===== config.mk =====
export PLATFORM = sky130hd
export DESIGN_NAME = delay_line
export DESIGN_NICKNAME = d
export VERILOG_FILES = /design/src/rtl/arith_tb_pkg.sv /design/src/rtl/sum_checker_delay_line.sv
export SDC_FILE = /design/constraint.sdc
export NUM_CORES = 1
export LEC_CHECK = 0
export ABC_AREA = 1
export CAP_MARGIN = 25
export CORE_MARGIN = 2
export CORE_UTILIZATION = 36
export CTS_BUF_LIST = sky130_fd_sc_hd__clkbuf_8
export CTS_CLUSTER_SIZE = 28
export DETAILED_ROUTE_END_ITERATION = 16
export PLACE_DENSITY = 0.77
export SYNTH_ARGS = -nofsm -noshare
export SYNTH_HDL_FRONTEND = slang
export SYNTH_SLANG_ARGS = --single-unit

===== constraint.sdc =====
create_clock -name clk -period 0.8 [get_ports clk]
set_input_delay 0.08 -clock clk [delete_from_list [all_inputs] [get_ports clk]]
set_output_delay 0.08 -clock clk [all_outputs]
set_load 0.03 [all_outputs]

===== src/rtl/arith_tb_pkg.sv =====
// Shared definitions for the arithmetic result-checking stage:
// checker state encoding and parameter defaults/limits.
package arith_tb_pkg;

   localparam int WIDTH_DEFAULT   = 32;
   localparam int LATENCY_DEFAULT = 2;
   localparam int LATENCY_MIN     = 1;
   localparam int LATENCY_MAX     = 16;

   typedef enum logic [1:0] {
      ST_IDLE  = 2'd0,
      ST_RUN   = 2'd1,
      ST_DRAIN = 2'd2
   } chk_state_t;

endpackage


===== src/rtl/sum_checker_delay_line.sv =====
// Fixed-depth shift register carrying {valid, expected} entries.
// Only the valid bits are reset; payload bits are don't-care while invalid.
module delay_line
   import arith_tb_pkg::*;
#(
   parameter int WIDTH   = WIDTH_DEFAULT + 1,
   parameter int LATENCY = LATENCY_DEFAULT
) (
   input  logic             clk,
   input  logic             rst_n,
   input  logic [WIDTH-1:0] i_entry,
   output logic [WIDTH-1:0] o_entry,
   output logic             o_any_valid
);

   // w_valid[0]/w_data[0] is the incoming entry; index gi+1 is the output of stage gi
   logic [LATENCY:0] w_valid;
   logic [WIDTH-2:0] w_data [LATENCY+1];

   assign w_valid[0] = i_entry[WIDTH-1];
   assign w_data[0]  = i_entry[WIDTH-2:0];

   genvar gi;
   generate
      for (gi = 0; gi < LATENCY; gi++) begin : g_stage
         logic             r_valid;
         logic [WIDTH-2:0] r_data;

         // valid bit shifts every cycle; reset discards in-flight entries
         always_ff @(posedge clk or negedge rst_n) begin
            if (!rst_n) begin
               r_valid <= 1'b0;
            end else begin
               r_valid <= w_valid[gi];
            end
         end

         // payload shifts alongside without reset
         always_ff @(posedge clk) begin
            r_data <= w_data[gi];
         end

         assign w_valid[gi+1] = r_valid;
         assign w_data[gi+1]  = r_data;
      end
   endgenerate

   assign o_entry     = {w_valid[LATENCY], w_data[LATENCY]};
   // includes the tail, so an entry being compared this cycle still counts as in flight
   assign o_any_valid = |w_valid[LATENCY:1];

endmodule


## Yosys cells after proc, flatten, opt, wreduce, memory -nomap -nowiden

Index checks and enable logic that the tools add are counted.

- Output and inout bits: 34
- Logic and storage cells: 5
- Bits in registers: 66

- Reduce and logical (&&, ||, !) cells: 1

Operator list:

| operator | number |
|---|---|
| $reduce_or A2 Y1 | 1 |

## Logic depth before layout (Yosys ltp)

Gate-level depths: netlist of the first run.

- Depth in word-level cells: 1
- Gate-level depth with buffers: 2
- Depth with buffers taken out: 2

## Worst setup path after synthesis of the first run

OpenSTA, ideal clock, no wires.

- Path type: register to output
- From: register g_stage[1].r_valid
- To: output port o_any_valid
- Cell stages (with the launch flop): 3
- Arrival: 577 ps
- Required time: 720 ps
- Path slack: 143 ps
- Buffers on the path: 0
- Cells stage by stage: dfrtp_1 -> inv_1 -> nand2_1

- Longest elaborated chain between the ends: 1

RTL lines:

| what | line | text |
|---|---|---|
| start: declaration | sum_checker_delay_line.sv:26 | `logic r_valid;` |
| start signal: assignment | sum_checker_delay_line.sv:34 | `r_valid <= w_valid[gi];` |
| $reduce_or A2 Y1 | sum_checker_delay_line.sv:50 | `assign o_any_valid = \|w_valid[LATENCY:1];` |
| end: declaration | sum_checker_delay_line.sv:13 | `output logic o_any_valid` |

No other way between the ends.

## Worst setup path in the final report of the first run

Ends and elaborated chain as after synthesis.

==> results of run 1 <==
area by class of cell:
| type | instances | area [um2] | share of cell area (%) |
|---|---|---|---|
| Sequential cell | 66 | 1370 | 58.5 |
| Clock buffer | 10 | 138 | 5.87 |
| Multi-Input combinational cell | 1 | 3.75 | 0.160 |
| Clock inverter | 6 | 33.8 | 1.44 |
| Inverter | 2 | 7.51 | 0.320 |
| Tap cell | 48 | 60.1 | 2.56 |
| Timing Repair Buffer | 69 | 729 | 31.1 |
state kept, by name (all words and copies together), names as in the netlist:
register         cells
g_stage.r_data      64
g_stage.r_valid      2
what timing repair did:
item | in CTS | in global routing
endpoints found under the hold margin | 2 | 0
gates resized for setup | 65 | 0
endpoints found under the setup margin | 34 | 34
cloned | 0 | 0
hold buffers | 1 | 0
pin swaps | 1 | 0
report_power, final:
group / total (W) / leakage, nW / switching [W] / internal (W)
Clock: 0.00229 / 0.0892 / 0.00111 / 0.00118
Combinational: 0.000548 / 0.354 / 0.000238 / 0.000311
Sequential: 0.00354 / 0.564 / 0.0000621 / 0.00348
worst max path at each step:
stage | end | slack, ns | from
floorplan | o_any_valid | 0.14 | g_stage[1].r_valid
global placement | o_any_valid | 0.12 | g_stage[1].r_valid
detailed placement | o_any_valid | 0.11 | g_stage[1].r_valid
CTS | o_any_valid | -0.23 | g_stage[1].r_valid
global route | o_any_valid | -0.26 | g_stage[1].r_valid
finish | o_any_valid | -0.21 | g_stage[1].r_valid
cell families (layout without fill, tap and decap cells):
family        Yosys count  count (layout)  synth area share [%]
buf+inv                 3              87                  1.11
simple gates            1               1                 0.278
flops                  66              66                  98.6
stage by stage:
stage	hold WS, ns	setup TNS [ns]	setup slack [ns]	utilization (%)
3_3_place_gp	0.252	0	0.118	55.0
5_1_grt	0.186	-2.75	-0.263	64.5
4_1_cts	0.184	-2.18	-0.229	64.5
3_5_place_dp	0.257	0	0.110	55.0
2_1_floorplan	-0.216	0	0.143	-
6_report	0.199	-1.64	-0.215	64.5
critical path: stages, from the launching register on:
cell and delay, ns:
sky130_fd_sc_hd__dfrtp_1 0.38, sky130_fd_sc_hd__inv_1 0.05, sky130_fd_sc_hd__nand2_1 0.05, sky130_fd_sc_hd__buf_6 0.13
per-layer routing:
layer | global-route usage [%] | up-vias | part of all wire (%)
li1 | - | 370 | -
met5 | 0 | - | 0
met2 | 19.5 | 42 | 55
met4 | 7.03 | 0 | 1.4
met3 | 5.31 | 5 | 7.4
met1 | 10.6 | 344 | 36
Yosys cell counts:
master,n,area [um2]
sky130_fd_sc_hd__nand2_1,1,3.75
sky130_fd_sc_hd__inv_1,2,7.51
sky130_fd_sc_hd__dfrtp_1,2,50.1
sky130_fd_sc_hd__dfxtp_1,64,1280
sky130_fd_sc_hd__buf_4,1,7.51
==> results_dict.tcl, run 1 <==
set metrics [dict create \
    status "complete, but fails checks" \
    violated_checks "setup timing" \
    stdcell_area_um2 2340 \
    drive_gt1_share_pct 52.6 \
    synth_sequential_area_ratio_pct 98.6 \
    post-cts-setup-buffers 0 \
    rr_worst_depth 0 \
    tightest_slew_ns 0.107 \
    die_h_um 65.2 \
    via_count 761 \
    worst_hold_path.endpoint "g_stage[0].r_data[7]" \
    final_total_pwr_w 0.00638 \
    final.setup.worst_slack_ns -0.215 \
    count_of_non_filler_cells_in_the_finished_layout 202 \
    maxSlewHeadroom_pct 92.9 \
    cts.path.max_buffers 2 \
    port_buffers 68 \
    crit_arrival_ns 0.93 \
    placeableCoreArea_um2 3630 \
    r2r_start "g_stage[0].r_valid" \
    via_count_of_the_first_global_routing_pass 737 \
    grt_antenna_before_repair 0 \
    placed_cells_incl_taps 185 \
    synth_seq_cells 66 \
    first_pass_iters 4 \
    most-common-layout-cells "34 x sky130_fd_sc_hd__clkdlybuf4s50_1, 33 x sky130_fd_sc_hd__buf_6, 32 x sky130_fd_sc_hd__dfxtp_1, 32 x sky130_fd_sc_hd__dfxtp_2, 10 x sky130_fd_sc_hd__clkbuf_8" \
    wire_length_of_the_first_global_routing_pass_um 3300 \
    routed_wl_um 2250 \
    synth_cell_type_count 5 \
    antenna_left 0 \
    synthesis.area_per_instance_um2 19.3 \
    antenna_cells 0 \
    flow.area_growth_from_synthesis_pct 73.6 \
    clock-sinks 66 \
    fin_worst_skew_ns 0.00411 \
    place_hpwl_um 1560 \
    vdd_drop_max_v 0.00156 \
    mostFrequentLayoutCell "sky130_fd_sc_hd__clkdlybuf4s50_1" \
    gp_congestion 0.592 \
    hold_path.startpoint "i_entry[7]" \
    detail_route.wl_per_cell_um 11.2 \
    worst_skew_pair.late_latency_ns 0.32 \
    layout_worst_path_cycle_share_pct 127 \
    lkg_pwr_nw 1.01 \
    syn-cell-area_um2 1350 \
    worstHoldPathType "input pin to flop" \
    num_io_pins 69 \
    timing.critical_path.required_ns 0.72 \
    cts_htree_levels 3 \
    nNetsFinal 184 \
    slew_violations 0 \
    tritoncts "yes" \
    synthesized_netlist_cell_count 70 \
    whs_path_depth 1 \
    viasPerCell 3.77 \
    worst_setup_path_start_kind "flop" \
    detailed_place.area_um2 2000 \
    detail_route.iter0.violations 28 \
    rrSetupSlack_ns 0.31 \
    gr-usage-all-layers_pct 11.3 \
    clkSlewWorstSetupHoldPaths_ns 0.07 \
    power_per_cell_area_nw_per_um2 2720 \
    num_rows 22 \
    timing.critical_path.fanout_max 2 \
    dieArea_um2 4260 \
    grt_start_max_net_pins 12 \
    period_needed_ns 1.01 \
    initial_utilization_pct 37.2 \
    synth-warning-count 0 \
    floorplan.die.width_um 65.2 \
    cts-buffers-inserted 9 \
    grt_setup_unrepaired "true" \
    route.detailed.drc 0 \
    worst_setup_path_end_kind "output pin" \
    report.final.hold_viol_count 0 \
    max_cap_violations 0 \
    fillCellCount 302 \
    gr-total-overflow 0 \
    ctsRootBufferMaster "sky130_fd_sc_hd__clkbuf_8" \
    mappedNetlistNets 105 \
    r2r-end "g_stage[1].r_valid" \
    fmaxAchievable_mhz 986 \
    start_to_end_type_of_the_worst_setup_path "flop to output pin" \
    setup_viol_count_final 34 \
]
Note: power is estimated with default switching activity, not from simulation.
==> run 2: changes to the inputs <==
--- a/config.mk
+++ b/config.mk
@@ -16,3 +16,4 @@
 export SYNTH_ARGS = -nofsm -noshare
 export SYNTH_HDL_FRONTEND = slang
 export SYNTH_SLANG_ARGS = --single-unit
+export TNS_END_PERCENT = 50
==> results of run 2 <==
Same layout as run 1: the final DEF is identical, and so are final timing and power.
